**config.mk**
```make
export PLATFORM = sky130hd
export DESIGN_NAME = coeff_token_enc_neg1
export DESIGN_NICKNAME = d
export VERILOG_FILES = /design/src/rtl/coeff_token_enc_neg1.sv
export SDC_FILE = /design/constraint.sdc
export NUM_CORES = 1
export LEC_CHECK = 0
export CAP_MARGIN = 20
export CORE_ASPECT_RATIO = 1.75
export CORE_MARGIN = 3
export CORE_UTILIZATION = 56
export DETAILED_ROUTE_END_ITERATION = 8
export PLACE_DENSITY = 0.84
export SLEW_MARGIN = 20
export SYNTH_ARGS = -nofsm -noshare
export SYNTH_HDL_FRONTEND = slang
export SYNTH_SLANG_ARGS = --single-unit
```
**constraint.sdc**
```tcl
create_clock -name Clk -period 2.45 [get_ports Clk]
set_clock_uncertainty 0.15 [all_clocks]
set_input_delay 0.3675 -clock Clk [delete_from_list [all_inputs] [get_ports Clk]]
set_output_delay 0.3675 -clock Clk [all_outputs]
set_load 0.005 [all_outputs]
```
**src/rtl/coeff_token_enc_neg1.sv**
```systemverilog
// coeff_token_enc_neg1: bit-serial CAVLC coeff_token encoder for nC = -1 (chroma DC)
module coeff_token_enc_neg1 (
  input  logic        Clk,
  input  logic        Rst,
  input  logic        InValid,
  output logic        InReady,
  input  logic [4:0]  TotalCoeff,
  input  logic [1:0]  TrailingOnes,
  output logic        BitValid,
  input  logic        BitReady,
  output logic        Bit,
  output logic        BitLast,
  output logic        Error,
  output logic [15:0] BitCount
);
  typedef enum logic {IDLE, SHIFT} state_t;
  state_t state, state_nx;
  logic [7:0] sr;
  logic [3:0] cnt;
  logic [7:0] code;
  logic [3:0] len;
  logic legal, accept, load, step;
  // Codeword lookup, left-aligned in 8 bits so the MSB leaves first
  always_comb begin
    code = 8'b0000_0000;
    len = 4'd0;
    case ({TotalCoeff, TrailingOnes})
      {5'd0, 2'd0}: begin code = 8'b0100_0000; len = 4'd2; end
      {5'd1, 2'd0}: begin code = 8'b0001_1100; len = 4'd6; end
      {5'd1, 2'd1}: begin code = 8'b1000_0000; len = 4'd1; end
      {5'd2, 2'd0}: begin code = 8'b0001_0000; len = 4'd6; end
      {5'd2, 2'd1}: begin code = 8'b0001_1000; len = 4'd6; end
      {5'd2, 2'd2}: begin code = 8'b0010_0000; len = 4'd3; end
      {5'd3, 2'd0}: begin code = 8'b0000_1100; len = 4'd6; end
      {5'd3, 2'd1}: begin code = 8'b0000_0110; len = 4'd7; end
      {5'd3, 2'd2}: begin code = 8'b0000_0100; len = 4'd7; end
      {5'd3, 2'd3}: begin code = 8'b0001_0100; len = 4'd6; end
      {5'd4, 2'd0}: begin code = 8'b0000_1000; len = 4'd6; end
      {5'd4, 2'd1}: begin code = 8'b0000_0011; len = 4'd8; end
      {5'd4, 2'd2}: begin code = 8'b0000_0010; len = 4'd8; end
      {5'd4, 2'd3}: begin code = 8'b0000_0000; len = 4'd7; end
      default: begin code = 8'b0000_0000; len = 4'd0; end
    endcase
  end
  // Handshakes and next state; a symbol may be taken on the final bit of the previous one
  always_comb begin
    legal = TotalCoeff <= 5'd4 && {3'b000, TrailingOnes} <= TotalCoeff;
    BitValid = state == SHIFT;
    BitLast = BitValid && cnt == 4'd1;
    step = BitValid && BitReady;
    InReady = !Rst && (state == IDLE || (BitLast && BitReady));
    accept = InValid && InReady;
    load = accept && legal;
    state_nx = load ? SHIFT : (BitValid && !(BitLast && BitReady)) ? SHIFT : IDLE;
  end
  // State register
  always_ff @(posedge Clk or posedge Rst)
    if (Rst) state <= IDLE;
    else state <= state_nx;
  // Shift register, remaining length, error pulse and emitted-bit counter
  always_ff @(posedge Clk or posedge Rst)
    if (Rst) begin
      sr <= 8'd0;
      cnt <= 4'd0;
      Error <= 1'b0;
      BitCount <= 16'd0;
    end else begin
      Error <= accept && !legal;
      if (load) begin
        sr <= code;
        cnt <= len;
      end else if (step) begin
        sr <= sr << 1;
        cnt <= cnt - 4'd1;
      end
      if (step) BitCount <= BitCount + 16'd1;
    end
  assign Bit = sr[7];
endmodule

```
==> impl_metrics.toml, run 1 <==
[sta]
rsz0062_at_grt = "false"
layout_min_cycle_time_ps = 2220
fmax_mhz = 450
slew_headroom = 0.715
tightest_slew_ps = 425
finalSetupViolations = 0
slew_violations = 0
finalHoldViolCount = 0
post-route-period-util = 0.907
holdWs_ps = 325

[run]
cap_violations = 0

[outcome]
status = "complete, no violations"

[final_layout]
final_area_um2 = 2250
drive_gt1_frac = 0.114
syn2layout_area_growth_pct = 27.3
antenna_cells = 0
nFillCells = 201
fin_nets = 230
seqCellArea_um2 = 751
multi_input_area_um2 = 963

[pwr]
p_per_area_nw_per_um2 = 708
p_leak_uw = 0.00111
max-vdd-ir-drop_mv = 0.481

[synth]
ys_top_cells_by_area = "dfrtp_1 (42%), mux2i_1 (11%), xnor2_1 (6.4%), ha_1 (6.4%), nand2_1 (3.4%)"
synthFlopType = "dfrtp_1"
yosysSeqAreaShare = 0.425
synth_most_common_cell = "dfrtp_1"
synth_edf_count = 0
synth.avg_cell_area_um2 = 10.4
syn_area_um2 = 1770
synth.distinct_cells = 34
async_flop_share = 1.00
synth-seq-cells = 30
synthTopCellsByCount = "dfrtp_1 (30), mux2i_1 (20), nand2_1 (16), xnor2_1 (13)"
synth_top_cell_by_area = "dfrtp_1"
synth_top_area_frac = 0.425
synthCells = 170
synth_warnings = 0
synth_fp_nets = 190

[clock_network]
postCtsSetupBuffers = 0
clk_latency_ps = 270
clkTransAtPathRegs_ps = 60
cts_buffers = 5
cts_max_level = 2
root_buffer = "clkbuf_8"
clk_path_buf_depth = 2
clock-sinks = 30
cts_tree = "yes"

[worst_setup_path]
reg2reg_slack_ps = 540
reg2reg_depth = 7
cp-end-kind = "flip-flop"
setup.worst_path.class = "input pin to flip-flop"
crit_path_max_fanout = 13
worstReg2RegEnd = "sr[4]$_DFFE_PP0P_"
cp.buffers_inverters = 2
cp_slowest_stage_delay_ps = 490
crit_path_start_kind = "input pin"
crit_path_cell_trace = "clkdlybuf4s50_1 -> inv_1 -> ha_1 -> nor2b_1 -> o21ai_1 -> nand4b_4 -> mux2i_1"
crit_family = "buffers and inverters"
crit_slowest_cell = "clkdlybuf4s50_1"
arrival_ps = 2260
cp_data_required_time_ps = 2490
worst_r2r_startpoint = "cnt[1]$_DFFE_PP0P_"

[floorplanning]
io_pins = 32
die_area_um2 = 3890
die_h_um = 80.3
core_area_um2 = 2960
start_util = 0.597
rows = 26
fp.dieW_um = 48.5

[placement]
placed_cell_area_um2 = 2150
io_buffers = 31
routabilityCongestion = 0.904
dp_hpwl_um = 2980

[route]
first_iter_violations = 18
drc = 0
drt_first_pass_iters = 4
avgRoutedWirePerCell_um = 14.8
num_vias = 1380
ant_nets = 0
vias_per_cell = 5.45
wl_um = 3740

[hold_path]
whs_endpoint = "BitCount[15]$_DFFE_PP0P_"
hold_path_startpoint = "BitCount[15]$_DFFE_PP0P_"
hold_path_depth = 1
hp-class = "flip-flop to flip-flop"

[global_route]
grt_pass1_wl_um = 6370
grt_max_degree = 31
grt-ovfl-total = 0
grtUsageTotal = 0.214
antenna_found_initial = 0
grt_pass1_vias = 1479
==> stage by stage <==
stage | worst slack [ps] | setup TNS, ps | power [uW] | util | cells
2_1_floorplan | 474 | 0 | 980 | - | 170
3_3_place_gp | 91.4 | 0 | 1180 | 0.727 | 245
3_5_place_dp | -12.2 | -12.2 | 1210 | 0.727 | 245
4_1_cts | 36.9 | 0 | 1610 | 0.758 | 253
5_1_grt | 140 | 0 | 1690 | 0.760 | 253
6_report | 228 | 0 | 1590 | 0.760 | 253
==> worst max path at each step <==
stage	start	endpoint	slack (ps)	cells past startpoint
6_report	TotalCoeff[1]	sr[4]$_DFFE_PP0P_	230	7
4_1_cts	cnt[1]$_DFFE_PP0P_	InReady	40	6
3_5_place_dp	TotalCoeff[1]	sr[4]$_DFFE_PP0P_	-10	7
2_1_floorplan	TotalCoeff[1]	cnt[0]$_DFFE_PP0P_	470	8
3_3_place_gp	TotalCoeff[1]	sr[7]$_DFFE_PP0P_	90	7
5_1_grt	TotalCoeff[1]	sr[4]$_DFFE_PP0P_	140	7
==> cell type report <==
cell class / instances / share of cell area
inverter: 7 / 0.0117
timing repair buffer: 38 / 0.162
tap: 42 / 0.0234
clock inverter: 1 / 0.00222
sequential: 30 / 0.334
clock buffer: 7 / 0.0384
multi-input combinational: 128 / 0.428
==> per-layer routing <==
layer | up-vias | wire length (um) | GRT usage
met5 | - | 0 | 0
met4 | 0 | 214 | 0.157
met3 | 18 | 148 | 0.0464
met2 | 46 | 2040 | 0.414
met1 | 645 | 1330 | 0.188
li1 | 671 | - | -
==> layout by cell type, fill, tap and decap left out, types with 2 or more instances in the layout <==
master / instances
o21ai_0: 6
a21oi_1: 4
ha_1: 8
inv_1: 7
clkdlybuf4s50_1: 30
nand3b_1: 2
nand3_1: 7
xnor2_1: 13
clkbuf_8: 6
nand2b_1: 3
nor2_1: 9
xor2_1: 5
dfrtp_1: 30
nor3_1: 5
mux2i_1: 20
nand2_1: 16
buf_4: 7
and2_2: 2
nor2b_1: 3
and3_1: 6
nand4_1: 5
==> worst register-to-register path, delay by kind of cell (launching register included) <==
kind	cells	cell delay, ps
buf+inv	2	270
mux	1	280
flops	1	400
simple gates	2	360
fa+ha+maj	1	180
compound gates	1	190
==> sequential cells by signal, indices dropped and copies added (netlist names) <==
name and flops:
BitCount 16, BitValid 1, sr 8, Error 1
cnt 4
==> power breakdown <==
group          internal (uW)  switching, uW  leakage, uW
sequential               588            128     0.000398
combinational            272            208     0.000659
clock                    226            170    0.0000482
total                   1090            506      0.00111
==> cells by family (layout without fill, tap and decap cells) <==
kind of cell,count (synthesis),count (layout),synth area share
buffers and inverters,12,53,0.0312
and+or+nand+nor,64,64,0.211
muxes,21,21,0.120
DFF,30,30,0.425
adders and majority gates,9,9,0.0637
AOI/OAI and AO/OA,16,16,0.0602
xor gates and xnor gates,18,18,0.0892
==> timing repair <==
action	in CTS	in global routing
setup endpoints to repair	0	1
resized for setup	0	2
hold buffers	0	0
No activity file was read; power rests on OpenSTA's default activity.
==> inputs of run 2 (changes only) <==
--- a/config.mk
+++ b/config.mk
@@ -8,9 +8,9 @@
 export CAP_MARGIN = 20
 export CORE_ASPECT_RATIO = 1.75
 export CORE_MARGIN = 3
-export CORE_UTILIZATION = 56
+export CORE_UTILIZATION = 52
 export DETAILED_ROUTE_END_ITERATION = 8
-export PLACE_DENSITY = 0.84
+export PLACE_DENSITY = 0.79
 export SLEW_MARGIN = 20
 export SYNTH_ARGS = -nofsm -noshare
 export SYNTH_HDL_FRONTEND = slang
==> constraint.sdc (replaced) <==
create_clock -name Clk -period 2.4 [get_ports Clk]
set_clock_uncertainty 0.15 [all_clocks]
set_input_delay 0.36 -clock Clk [delete_from_list [all_inputs] [get_ports Clk]]
set_output_delay 0.36 -clock Clk [all_outputs]
set_load 0.005 [all_outputs]
==> impl_metrics.toml, run 2 (same netlist as run 1, synthesis figures left out) <==
[route]
vias_per_cell = 5.44
num_vias = 1399
drc = 0
drt_first_pass_iters = 4
first_iter_violations = 31
wl_um = 3630
ant_nets = 0
avgRoutedWirePerCell_um = 14.1

[worst_setup_path]
crit_path_max_fanout = 3
cp-end-kind = "output pin"
setup.worst_path.class = "flip-flop to output pin"
crit_path_start_kind = "flip-flop"
cp_data_required_time_ps = 1890
arrival_ps = 1620

[floorplanning]
core_area_um2 = 3210
start_util = 0.550
fp.dieW_um = 50.1
rows = 27
die_area_um2 = 4160
die_h_um = 83.1
io_pins = 32

[clock_network]
cts_buffers = 5
clk_path_buf_depth = 2
root_buffer = "clkbuf_8"
clk_latency_ps = 280
cts_tree = "yes"
cts_max_level = 2
holdBufCountCts = 0
clkTransAtPathRegs_ps = 60
clock-sinks = 30

[sta]
slew_violations = 0
layout_min_cycle_time_ps = 2130
post-route-period-util = 0.889
tightest_slew_ps = 587
fmax_mhz = 469
finalSetupViolations = 0
slew_headroom = 0.606
finalSetupTns_ps = 0
rsz0062_at_grt = "false"
finalHoldViolCount = 0

[pwr]
p_per_area_nw_per_um2 = 744
seqPwrFrac = 0.429
switchingPower_uw = 526
pwr-share-clk = 0.283
switching_share = 0.307
p_leak_uw = 0.00113
internal_power_uw = 1190
max-vdd-ir-drop_mv = 0.492
combPwrFrac = 0.288

[placement]
dp_hpwl_um = 2950
io_buffers = 31
placed_cell_area_um2 = 2190
routabilityCongestion = 0.857

[global_route]
grt_max_degree = 31
grtUsageTotal = 0.192
grt_pass1_wl_um = 6130
grt_pass1_vias = 1460
antenna_found_initial = 0
grt-ovfl-total = 0

[final_layout]
syn2layout_area_growth_pct = 30.4
fin_nets = 233
antenna_cells = 0
largest_register_ffs = 16
drive_gt1_frac = 0.136
layout_common_cells = "dfrtp_1 (30), clkdlybuf4s50_1 (30), mux2i_1 (20)"
final_area_um2 = 2300
largest_register = "BitCount"
top_regs = "BitCount (16), sr (8), cnt (4)"

[outcome]
status = "complete, no violations"

[hold_path]
hp-class = "flip-flop to flip-flop"

[run]
cap_violations = 0
run 2: area by class of cell:
cell class / instances / area, um^2
repair buffers: 41 / 400
well taps: 43 / 53.8
inverters: 7 / 26.3
flip-flops and latches: 30 / 751
multi-input cells: 128 / 963
clock inverters: 3 / 40.0
clock buffers: 5 / 68.8
fillers: 239 / 906
run 2: stage by stage:
stage	utilization	power, uW	std cells	hold WS [ps]	setup slack, ps
final	0.718	1710	257	337	266
after CTS	0.716	1740	257	341	17.7
after global routing	0.718	1820	257	367	116
after floorplan	-	1000	170	306	432
after detailed placement	0.682	1240	249	328	49.7
after global placement	0.682	1210	249	311	114
run 2: worst paths after layout:
| path | from | slack (ps) | end | cells past startpoint |
|---|---|---|---|---|
| max in group asynchronous | Rst | 1460 | sr[5]$_DFFE_PP0P_ | 3 |
| min in group asynchronous | Rst | 360 | BitCount[11]$_DFFE_PP0P_ | 3 |
| hold reg to reg | BitCount[15]$_DFFE_PP0P_ | 340 | BitCount[15]$_DFFE_PP0P_ | 1 |
| setup reg to reg | BitCount[0]$_DFFE_PP0P_ | 530 | BitCount[14]$_DFFE_PP0P_ | 5 |
| setup / recovery | cnt[1]$_DFFE_PP0P_ | 270 | BitLast | 5 |
| hold / removal | BitCount[15]$_DFFE_PP0P_ | 340 | BitCount[15]$_DFFE_PP0P_ | 1 |
run 2: what timing repair did:
action / in CTS / in global routing
resized for setup: 0 / 3
setup endpoints to repair: 0 / 1
setup buffers: 0 / 0
run 2: power groups by stage:
| stage | Combinational [uW] | Sequential, uW | Clock, uW |
|---|---|---|---|
| floorplan | 281 | 719 | 0 |
| global placement | 479 | 733 | 0 |
| detailed placement | 501 | 741 | 0 |
| CTS | 504 | 732 | 500 |
| global route | 547 | 748 | 524 |
| finish | 494 | 734 | 485 |
run 2: layer usage:
layer / GRT usage / wire length, um
met5: 0 / 0
met4: 0.0957 / 116
met3: 0.0449 / 147
met2: 0.377 / 2090
met1: 0.166 / 1270
run 2: worst max-delay path, stage by stage, from the launching register on:
cell and delay (ps):
dfrtp_1 400, inv_2 70, ha_2 170, nand2_1 50, nor3_1 140, clkdlybuf4s50_1 530
